[src/rtl/collision_wall_multi_pkg.sv]
// Shared types and default constants for the multi-object wall collision detector.
package collision_pkg;

  localparam int unsigned NUM_OBJ_DEF  = 4;
  localparam int unsigned COORD_W_DEF  = 10;
  localparam int unsigned SCREEN_W_DEF = 640;
  localparam int unsigned SCREEN_H_DEF = 480;
  localparam int unsigned CNT_W        = 8;

  typedef enum logic [1:0] {
    IDLE,
    SCAN,
    COMMIT
  } coll_state_t;

  typedef struct packed {
    logic top;
    logic bottom;
    logic left;
    logic right;
  } edge_flags_t;

endpackage

[src/rtl/collision_wall_multi_edge_acc.sv]
// Per-object collision tracker: frame snapshot of the bounding box, outline
// compare against the pipelined raster pixel, sticky edge accumulator,
// committed flags, last collision-free position.
// Optional: COLLISION_COUNT_EN adds a saturating per-object hit counter.
module collision_edge_acc
  import collision_pkg::*;
#(
  parameter int unsigned COORD_W  = COORD_W_DEF,
  parameter int unsigned SCREEN_W = SCREEN_W_DEF,
  parameter int unsigned SCREEN_H = SCREEN_H_DEF
) (
  input  logic               i_clk,
  input  logic               i_rst,
  input  logic               i_load,
  input  logic               i_commit,
  input  logic               i_scan_en,
  input  logic [COORD_W-1:0] i_px,
  input  logic [COORD_W-1:0] i_py,
  input  logic               i_wall,
  input  logic [COORD_W-1:0] i_x,
  input  logic [COORD_W-1:0] i_y,
  input  logic [COORD_W-1:0] i_s,
  input  logic               i_active,
  output edge_flags_t        o_flags,
  output logic [COORD_W-1:0] o_prev_x,
`ifdef COLLISION_COUNT_EN
  output logic [CNT_W-1:0]   o_hit_count,
`endif
  output logic [COORD_W-1:0] o_prev_y
);

  // Two extra bits: sign plus headroom so X+S never wraps even at full-scale inputs.
  localparam int unsigned SW = COORD_W + 2;
  localparam logic signed [SW-1:0] C_ZERO  = '0;
  localparam logic signed [SW-1:0] C_BOT   = SW'(SCREEN_H - 1);
  localparam logic signed [SW-1:0] C_RIGHT = SW'(SCREEN_W - 1);

  logic [COORD_W-1:0] r_x, r_y, r_s;
  logic               r_active;
  edge_flags_t        r_acc;
  edge_flags_t        r_flags;
  logic [COORD_W-1:0] r_prev_x, r_prev_y;

  logic signed [SW-1:0] w_xl, w_xh, w_yl, w_yh, w_px, w_py;
  logic                 w_in_x, w_in_y;
  edge_flags_t          w_hit, w_scr, w_new;

  // Box edges, outline hits for the current pixel, screen-border flags.
  always_comb begin
    w_xl   = $signed({2'b00, r_x}) - $signed({2'b00, r_s});
    w_xh   = $signed({2'b00, r_x}) + $signed({2'b00, r_s});
    w_yl   = $signed({2'b00, r_y}) - $signed({2'b00, r_s});
    w_yh   = $signed({2'b00, r_y}) + $signed({2'b00, r_s});
    w_px   = $signed({2'b00, i_px});
    w_py   = $signed({2'b00, i_py});
    w_in_x = (w_px >= w_xl) && (w_px <= w_xh);
    w_in_y = (w_py >= w_yl) && (w_py <= w_yh);

    w_hit        = '0;
    w_hit.top    = i_wall && r_active && (w_py == w_yl) && w_in_x;
    w_hit.bottom = i_wall && r_active && (w_py == w_yh) && w_in_x;
    w_hit.left   = i_wall && r_active && (w_px == w_xl) && w_in_y;
    w_hit.right  = i_wall && r_active && (w_px == w_xh) && w_in_y;

    w_scr        = '0;
    w_scr.top    = r_active && (w_yl <= C_ZERO);
    w_scr.bottom = r_active && (w_yh >= C_BOT);
    w_scr.left   = r_active && (w_xl <= C_ZERO);
    w_scr.right  = r_active && (w_xh >= C_RIGHT);

    w_new = r_active ? (r_acc | w_scr) : '0;
  end

  // Snapshot at frame start, sticky accumulation during the scan.
  always_ff @(posedge i_clk or posedge i_rst) begin
    if (i_rst) begin
      r_x      <= '0;
      r_y      <= '0;
      r_s      <= '0;
      r_active <= 1'b0;
      r_acc    <= '0;
    end else if (i_load) begin
      r_x      <= i_x;
      r_y      <= i_y;
      r_s      <= i_s;
      r_active <= i_active;
      r_acc    <= '0;
    end else if (i_scan_en) begin
      r_acc    <= r_acc | w_hit;
    end
  end

  // Commit flags; remember the position of a clean frame for rollback.
  always_ff @(posedge i_clk or posedge i_rst) begin
    if (i_rst) begin
      r_flags  <= '0;
      r_prev_x <= '0;
      r_prev_y <= '0;
    end else if (i_commit) begin
      r_flags <= w_new;
      if (r_active && (w_new == '0)) begin
        r_prev_x <= r_x;
        r_prev_y <= r_y;
      end
    end
  end

`ifdef COLLISION_COUNT_EN
  logic [CNT_W-1:0] r_cnt;

  // Saturating count of frames that committed any flag.
  always_ff @(posedge i_clk or posedge i_rst) begin
    if (i_rst) begin
      r_cnt <= '0;
    end else if (i_commit && (w_new != '0) && (r_cnt != '1)) begin
      r_cnt <= r_cnt + 1'b1;
    end
  end

  assign o_hit_count = r_cnt;
`endif

  assign o_flags  = r_flags;
  assign o_prev_x = r_prev_x;
  assign o_prev_y = r_prev_y;

endmodule

[src/rtl/collision_wall_multi.sv]
// Multi-object wall collision detector: frame-start detect, one-stage pixel
// pipeline, IDLE/SCAN/COMMIT sequencing, one tracker per object.
// Optional: COLLISION_COUNT_EN adds hit_count (8 bits per object).
module collision_wall_multi
  import collision_pkg::*;
#(
  parameter int unsigned NUM_OBJ  = NUM_OBJ_DEF,
  parameter int unsigned COORD_W  = COORD_W_DEF,
  parameter int unsigned SCREEN_W = SCREEN_W_DEF,
  parameter int unsigned SCREEN_H = SCREEN_H_DEF
) (
  input  logic                       pixel_clk,
  input  logic                       Reset,
  input  logic [COORD_W-1:0]         draw_x,
  input  logic [COORD_W-1:0]         draw_y,
  input  logic                       wall_pixel,
  input  logic [NUM_OBJ*COORD_W-1:0] obj_x,
  input  logic [NUM_OBJ*COORD_W-1:0] obj_y,
  input  logic [NUM_OBJ*COORD_W-1:0] obj_s,
  input  logic [NUM_OBJ-1:0]         obj_active,
  output logic [NUM_OBJ-1:0]         wall_top,
  output logic [NUM_OBJ-1:0]         wall_bottom,
  output logic [NUM_OBJ-1:0]         wall_left,
  output logic [NUM_OBJ-1:0]         wall_right,
  output logic [NUM_OBJ*COORD_W-1:0] prev_x,
  output logic [NUM_OBJ*COORD_W-1:0] prev_y,
`ifdef COLLISION_COUNT_EN
  output logic [NUM_OBJ*CNT_W-1:0]   hit_count,
`endif
  output logic                       result_valid
);

  coll_state_t        r_state;
  logic               r_valid;
  logic               r_at00, r_fs;
  logic [COORD_W-1:0] r_px, r_py;
  logic               r_wall;
  logic               w_at00, w_load, w_commit, w_scan;

  assign w_at00 = (draw_x == '0) && (draw_y == '0);

  // Frame-start edge detect and pixel pipeline stage.
  always_ff @(posedge pixel_clk or posedge Reset) begin
    if (Reset) begin
      r_at00 <= 1'b0;
      r_fs   <= 1'b0;
      r_px   <= '0;
      r_py   <= '0;
      r_wall <= 1'b0;
    end else begin
      r_at00 <= w_at00;
      r_fs   <= w_at00 && !r_at00;
      r_px   <= draw_x;
      r_py   <= draw_y;
      r_wall <= wall_pixel;
    end
  end

  // Frame sequencing; result_valid rises together with the committed outputs.
  always_ff @(posedge pixel_clk or posedge Reset) begin
    if (Reset) begin
      r_state <= IDLE;
      r_valid <= 1'b0;
    end else begin
      r_valid <= (r_state == COMMIT);
      case (r_state)
        IDLE:    if (r_fs) r_state <= SCAN;
        SCAN:    if (r_fs) r_state <= COMMIT;
        COMMIT:  r_state <= SCAN;
        default: r_state <= IDLE;
      endcase
    end
  end

  assign w_load       = ((r_state == IDLE) && r_fs) || (r_state == COMMIT);
  assign w_commit     = (r_state == COMMIT);
  assign w_scan       = (r_state == SCAN);
  assign result_valid = r_valid;

  for (genvar g = 0; g < NUM_OBJ; g++) begin : g_obj
    edge_flags_t w_flags;

    collision_edge_acc #(
      .COORD_W  (COORD_W),
      .SCREEN_W (SCREEN_W),
      .SCREEN_H (SCREEN_H)
    ) u_acc (
      .i_clk       (pixel_clk),
      .i_rst       (Reset),
      .i_load      (w_load),
      .i_commit    (w_commit),
      .i_scan_en   (w_scan),
      .i_px        (r_px),
      .i_py        (r_py),
      .i_wall      (r_wall),
      .i_x         (obj_x[g*COORD_W +: COORD_W]),
      .i_y         (obj_y[g*COORD_W +: COORD_W]),
      .i_s         (obj_s[g*COORD_W +: COORD_W]),
      .i_active    (obj_active[g]),
      .o_flags     (w_flags),
      .o_prev_x    (prev_x[g*COORD_W +: COORD_W]),
`ifdef COLLISION_COUNT_EN
      .o_hit_count (hit_count[g*CNT_W +: CNT_W]),
`endif
      .o_prev_y    (prev_y[g*COORD_W +: COORD_W])
    );

    assign wall_top[g]    = w_flags.top;
    assign wall_bottom[g] = w_flags.bottom;
    assign wall_left[g]   = w_flags.left;
    assign wall_right[g]  = w_flags.right;
  end

endmodule

[config.mk]
export PLATFORM = sky130hd
export DESIGN_NAME = collision_wall_multi
export DESIGN_NICKNAME = d
export VERILOG_FILES = /design/src/rtl/collision_wall_multi_pkg.sv /design/src/rtl/collision_wall_multi_edge_acc.sv /design/src/rtl/collision_wall_multi.sv
export SDC_FILE = /design/constraint.sdc
export NUM_CORES = 1
export LEC_CHECK = 0
export CAP_MARGIN = 25
export CORE_MARGIN = 3
export CORE_UTILIZATION = 50
export CTS_CLUSTER_DIAMETER = 120
export DETAILED_ROUTE_END_ITERATION = 7
export PLACE_DENSITY_LB_ADDON = 0.25
export SYNTH_ARGS = -nofsm -noshare
export SYNTH_HDL_FRONTEND = slang
export SYNTH_SLANG_ARGS = --single-unit
[constraint.sdc]
create_clock -name pixel_clk -period 10.1 [get_ports pixel_clk]
set_clock_uncertainty 0.1 [all_clocks]
set_input_delay 2.02 -clock pixel_clk [delete_from_list [all_inputs] [get_ports pixel_clk]]
set_output_delay 2.02 -clock pixel_clk [all_outputs]
set_load 0.005 [all_outputs]
==> run_results.csv, run 1 <==
group,metric,value,unit
outcome,status,"finished clean",
final_layout,fin_cells,2856,
timing,fmax,244,MHz
clock_network,clkLatencyLatePin,0.58,ns
clock_network,cts_tree,"done",
clock_network,cts.sinks,262,
clock_network,cts_resized,0,
placed_design,placement.io_buffers,243,
synth,yosys.area.top_type_share,0.314,
final_layout,multiInputGateArea,13400,µm²
floorplan,fp-row-count,74,
synth,synthArstFlopShare,1.00,
clock_network,path_clk_slew,0.07,ns
synth,yosys_register_bits,262,
synth,synth_area,20900,µm²
timing,maxSlewHeadroom,0.362,
synth,yosysUniqueCellTypes,91,
floorplan,die_h,210,µm
clock_network,cts_made_buffers,30,
synth,synth-edff-count,0,
floorplan,core,41000,µm²
synth,avgSynthCellArea,10.0,µm²
synth,yosys.area.top_type,"dfrtp_1",
synth,synthTopCellsByArea,"dfrtp_1 31%, ha_1 19%, mux2_2 6.7%",
final_layout,synthToLayoutAreaGrowth,18.6,%
critical_path,worstSetupEndpointType,"register",
synth,synth_most_common_cell,"ha_1",
global_routing,grt_pass1_wl,92800,µm
floorplan,dieArea,44300,µm²
worst_hold_path,hold_path.class,"reg -> reg",
global_routing,grt_antenna_before_repair,1,
final_layout,regArea,6560,µm²
critical_path,required,10.47,ns
clock_network,root_buffer,"clkbuf_16",
timing,setup_tns,0,ns
placed_design,placed_area,23700,µm²
pwr,p_leak,11.4,nW
drt,wirelength,58800,µm
placed_design,placedCellCount,2803,
floorplan,io_pins,244,
placed_design,hpwl,45300,µm
final_layout,fillers,3407,
global_routing,gr-total-overflow,0,
drt,wl_per_cell,20.6,µm
synth,yosysWarnings,0,
synth,synth_common_cells,"316 x ha_1, 262 x dfrtp_1, 146 x inv_1, 125 x mux2_2, 111 x nor2_1",
timing,slew_violations,0,
timing,rsz0062_at_grt,"false",
run,maxCapViolCount,0,
critical_path,worst-setup-path-type,"reg -> reg",
timing,hold_viol,0,
synth,yosysSeqAreaShare,0.314,
critical_path,crit_path_max_fanout,8,
timing,setup_violations,0,
critical_path,start_kind,"register",
placed_design,gp_congestion,1.03,
drt,vias_per_cell,5.92,
timing,period_minus_slack,4.10,ns
timing,worst_pin_slew,0.944,ns
final_layout,drive_gt1_frac,0.105,
floorplan,die_x,210,µm
synth,syn_nets,2568,
global_routing,grt_max_degree,111,
drt,drcViolationCount,0,
critical_path,worstSetupStartpoint,"g_obj[1].u_acc.r_s[1]",
timing,fin_crit_sh,0.406,
final_layout,nets,2784,
critical_path,reg2reg_from,"g_obj[1].u_acc.r_s[1]",
floorplan,start_util,0.509,
critical_path,critPathArrivalTime,4.47,ns
synth,netlist_instances,2089,
pwr,cellPowerDensity,130,nW/µm²
pwr,vdd_drop_max,0.130,mV
global_routing,grt_use_total,0.259,
clock_network,cts_buffer_depth,3,
clock_network,cts_setup_buffers,0,
drt,first_pass_iters,5,
global_routing,first_global_vias,17200,
clock_network,htree_num_levels,1,
worst_hold_path,min-delay-start,"r_at00",
synth,synthFlopType,"dfrtp_1",
final_layout,n_antenna_cell,0,
drt,num_vias,16900,
timing,whs,0.307,ns
clock_network,cts_hold_buf,0,
drt,drtAntennaViolNets,0,
drt,drt-initial-drc-count,1044,
final_layout,final_area,24800,µm²
## worst max-delay path, cell delays in order, from the launching register on
cell	delay, ns
dfrtp_1	0.64
inv_1	0.18
ha_1	0.35
nor2b_1	0.14
nor3_1	0.13
o21bai_1	0.12
o41ai_1	0.51
o21ai_0	0.22
xor2_1	0.23
inv_1	0.07
ha_1	0.29
nand3_1	0.09
nand2b_1	0.15
and3_1	0.16
a211o_1	0.30
o41ai_1	0.30
## cells by family (layout without fill, tap and decap cells)
logic type                 after synthesis  after routing  share of synthesized area
muxes                                  207            207                      0.117
xor gates and xnor gates               110            110                     0.0465
buffers and inverters                  222            457                     0.0435
AOI/OAI and AO/OA                      448            448                      0.145
adders and majority gates              335            335                      0.206
DFF                                    262            262                      0.314
and+or+nand+nor                        505            505                      0.128
## path summary, 6_finish.rpt
path	to	slack, ns	cells after the start
worst max register to register	g_obj[1].u_acc.r_acc[1]	6.00	15
min in group asynchronous	g_obj[0].u_acc.r_s[9]	1.92	2
worst min register to register	r_fs	0.31	1
worst max-delay path	g_obj[1].u_acc.r_acc[1]	6.00	15
worst min-delay path	r_fs	0.31	1
max in group asynchronous	g_obj[0].u_acc.o_prev_x[4]	6.77	4
## stage by stage
step	worst slack, ns	power, mW	util
CTS	6.00	3.23	0.602
floorplan	0.768	1.83	-
global placement	5.83	2.08	0.579
global route	5.71	3.40	0.604
finish	6.00	3.22	0.604
detailed placement	5.78	2.12	0.579
## power by group
group          total, mW  switching, mW  internal (mW)  leakage (nW)
sequential          1.14         0.0607           1.08          3.33
clock               1.09          0.450          0.643         0.475
combinational      0.983          0.546          0.437          7.63
## final cells by class
type / instances / area share
Sequential cell: 262 / 0.265
Inverter: 153 / 0.0235
Clock inverter: 11 / 0.00485
Timing Repair Buffer: 253 / 0.103
Tap cell: 532 / 0.0269
Clock buffer: 40 / 0.0347
Multi-Input combinational cell: 1605 / 0.542
## registers in the layout (all words and copies together) (netlist names)
signal                count
g_obj.u_acc.o_flags      16
g_obj.u_acc.o_prev_x     40
g_obj.u_acc.o_prev_y     40
g_obj.u_acc.r_acc        16
g_obj.u_acc.r_active      4
g_obj.u_acc.r_s          40
g_obj.u_acc.r_x          40
g_obj.u_acc.r_y          40
r_at00                    1
r_fs                      1
r_px                     10
r_py                     10
r_state                   2
r_wall                    1
result_valid              1
## layer usage
| metal | GRT usage | vias up | routed length, µm |
|---|---|---|---|
| met1 | 0.352 | 8253 | 25900 |
| met2 | 0.433 | 566 | 27800 |
| met3 | 0.0339 | 119 | 3330 |
| li1 | - | 7979 | - |
| met4 | 0.0857 | 2 | 1710 |
| met5 | 0 | - | 11 |
## cell usage in the layout, fill, tap and decap left out, types with 21 or more instances in the layout
master	instances
o21ai_0	78
xnor2_1	77
nor3_1	43
xor2_1	32
nand2b_1	43
clkbuf_16	31
o21a_1	24
mux2_2	125
clkdlybuf4s50_1	243
nor4_1	24
nor2_1	111
nor2b_1	51
nand3_1	33
dfrtp_1	262
a21oi_1	102
ha_1	316
nand2_1	100
mux2_4	30
mux2_1	50
inv_1	145
a211oi_1	21
a21o_1	48
nand4_1	25
No activity file was read; power rests on OpenSTA's default activity.
==> run 2: changes to the inputs <==
==> constraint.sdc (replaced) <==
create_clock -name pixel_clk -period 4 [get_ports pixel_clk]
set_clock_uncertainty 0.1 [all_clocks]
set_input_delay 0.8 -clock pixel_clk [delete_from_list [all_inputs] [get_ports pixel_clk]]
set_output_delay 0.8 -clock pixel_clk [all_outputs]
set_load 0.005 [all_outputs]
==> run_results.csv, run 2 (synthesis gave the netlist of run 1 again) <==
group,metric,value,unit
worst_hold_path,whs_path_depth,1,
clock_network,cts_made_buffers,29,
clock_network,root_buffer,"clkbuf_16",
timing,slew_violations,0,
drt,drt-initial-drc-count,1057,
critical_path,slowest_delay,0.43,ns
pwr,vdd_drop_max,0.376,mV
global_routing,grt_antenna_before_repair,0,
critical_path,cp_top_family,"compound AO/OA/AOI/OAI gates",
critical_path,crit_path_max_fanout,5,
floorplan,die_x,210,µm
pwr,cellPowerDensity,321,nW/µm²
final_layout,nets,2809,
global_routing,gr-total-overflow,0,
drt,drcViolationCount,0,
timing,setup_violations,0,
clock_network,cts_hold_buf,0,
pwr,power.internal,5.35,mW
global_routing,grt_max_degree,103,
global_routing,grt_pass1_wl,92500,µm
drt,wirelength,59200,µm
worst_hold_path,hold_path.class,"reg -> reg",
clock_network,clkLatencyLatePin,0.57,ns
timing,fmax,260,MHz
final_layout,drive_gt1_frac,0.125,
floorplan,dieArea,44300,µm²
clock_network,htree_num_levels,1,
timing,worst_pin_slew,0.753,ns
pwr,power_frac_seq,0.357,
placed_design,hpwl,45500,µm
timing,period_minus_slack,3.85,ns
final_layout,fin_cells,2885,
drt,num_vias,16900,
global_routing,grt_use_total,0.259,
critical_path,worst-setup-path-type,"reg -> reg",
timing,worst_slack,0.153,ns
critical_path,reg2regPathDepth,13,
critical_path,worstSetupEndpointType,"register",
floorplan,io_pins,244,
drt,highest_layer,"met4",
floorplan,start_util,0.509,
drt,vias_per_cell,5.87,
critical_path,crit_chain,"ha_1, fa_1, nand2b_1, a211oi_2, nor4_1, o31ai_1, buf_4, xnor2_1, a311o_1, nor4_4, buf_4, clkbuf_4, mux2_1",
drt,dr_wl_met2,28400,µm
final_layout,final_common_cell,"ha_1",
final_layout,synthToLayoutAreaGrowth,20.0,%
global_routing,first_global_vias,17400,
final_layout,final_cell_mix,"312 x ha_1, 260 x dfrtp_1, 243 x clkdlybuf4s50_1",
floorplan,fp-row-count,74,
clock_network,cts.sinks,262,
drt,met1_length,25500,µm
drt,wl_per_cell,20.5,µm
critical_path,critPathArrivalTime,4.20,ns
clock_network,path_clk_slew,0.07,ns
critical_path,start_kind,"register",
run,maxCapViolCount,0,
timing,setup_tns,0,ns
critical_path,cp_num_cells,13,
clock_network,cts_tree,"done",
pwr,p_leak,11.6,nW
floorplan,die_h,210,µm
placed_design,placement.io_buffers,243,
critical_path,required,4.36,ns
critical_path,critPathBufInv,3,
placed_design,dp_slack,0.0810,ns
pwr,p_clk_frac,0.327,
placed_design,gp_congestion,0.926,
clock_network,cts_buffer_depth,3,
pwr,switching_power,2.68,mW
pwr,comb_power_share,0.315,
drt,drtAntennaViolNets,0,
outcome,status,"finished clean",
drt,wl_met3,3570,µm
critical_path,crit_slowest_cell,"dfrtp_2",
floorplan,core,41000,µm²
drt,first_pass_iters,8,
timing,maxSlewHeadroom,0.498,
critical_path,cpMostUsedCell,"buf_4",
timing,fin_crit_sh,0.962,
timing,hold_viol,0,
placed_design,placedCellCount,2824,
pwr,switching_share,0.334,
-- run 2: per-layer routing --
metal / up-vias / global-route usage
met5: - / 0
met4: 0 / 0.0704
met1: 8270 / 0.342
met3: 109 / 0.0414
met2: 533 / 0.447
li1: 8028 / -
-- run 2: metrics by stage --
stage               area [µm²]   util  hold WS [ns]  power [mW]
global placement         23900  0.584         0.296        5.28
global route             25100  0.611         0.352        8.52
CTS                      24900  0.606         0.328        8.05
detailed placement       23900  0.584         0.306        5.37
floorplan                20900      -         0.285        4.62
finish                   25100  0.611         0.319        8.03
-- run 2: timing repair --
| action | 4_1_cts | 5_1_grt |
|---|---|---|
| setup buffers | 0 | 5 |
| endpoints found under the setup margin | 0 | 69 |
| resized for setup | 0 | 30 |
-- run 2: power groups by stage --
stage	sequential (mW)	combinational, mW	clock (mW)
after floorplan	2.85	1.76	0
after global placement	2.91	2.37	0
after detailed placement	2.92	2.45	0
after CTS	2.87	2.47	2.71
after global routing	2.88	2.83	2.81
final	2.87	2.53	2.63
-- run 2: final timing paths --
kind                                            start                    endpoint  slack, ns
worst max-delay path            g_obj[3].u_acc.r_s[0]  g_obj[3].u_acc.o_prev_x[8]       0.15
max in group asynchronous                       Reset       g_obj[1].u_acc.r_s[3]       2.65
worst min-delay path                           r_at00                        r_fs       0.32
min in group asynchronous                       Reset                     r_px[2]       0.62
worst min register to register                 r_at00                        r_fs       0.32
worst max register to register  g_obj[3].u_acc.r_s[0]  g_obj[3].u_acc.o_prev_x[8]       0.15
-- run 2: final cells by class --
class                   instances  area [µm²]
diodes                          1        2.50
flip-flops and latches        262        6560
multi-input cells            1606       13600
fillers                      3467       16000
clock inverters                11        97.6
clock buffers                  42         825
inverters                     153         578
well taps                     532         666
repair buffers                278        2780
==> run 3: changes to the inputs <==
--- a/config.mk
+++ b/config.mk
@@ -11,6 +11,7 @@
 export CTS_CLUSTER_DIAMETER = 120
 export DETAILED_ROUTE_END_ITERATION = 7
 export PLACE_DENSITY_LB_ADDON = 0.25
+export SLEW_MARGIN = 30
 export SYNTH_ARGS = -nofsm -noshare
 export SYNTH_HDL_FRONTEND = slang
 export SYNTH_SLANG_ARGS = --single-unit
==> results of run 3 <==
Final layout, timing and power as in run 2 (identical DEF).
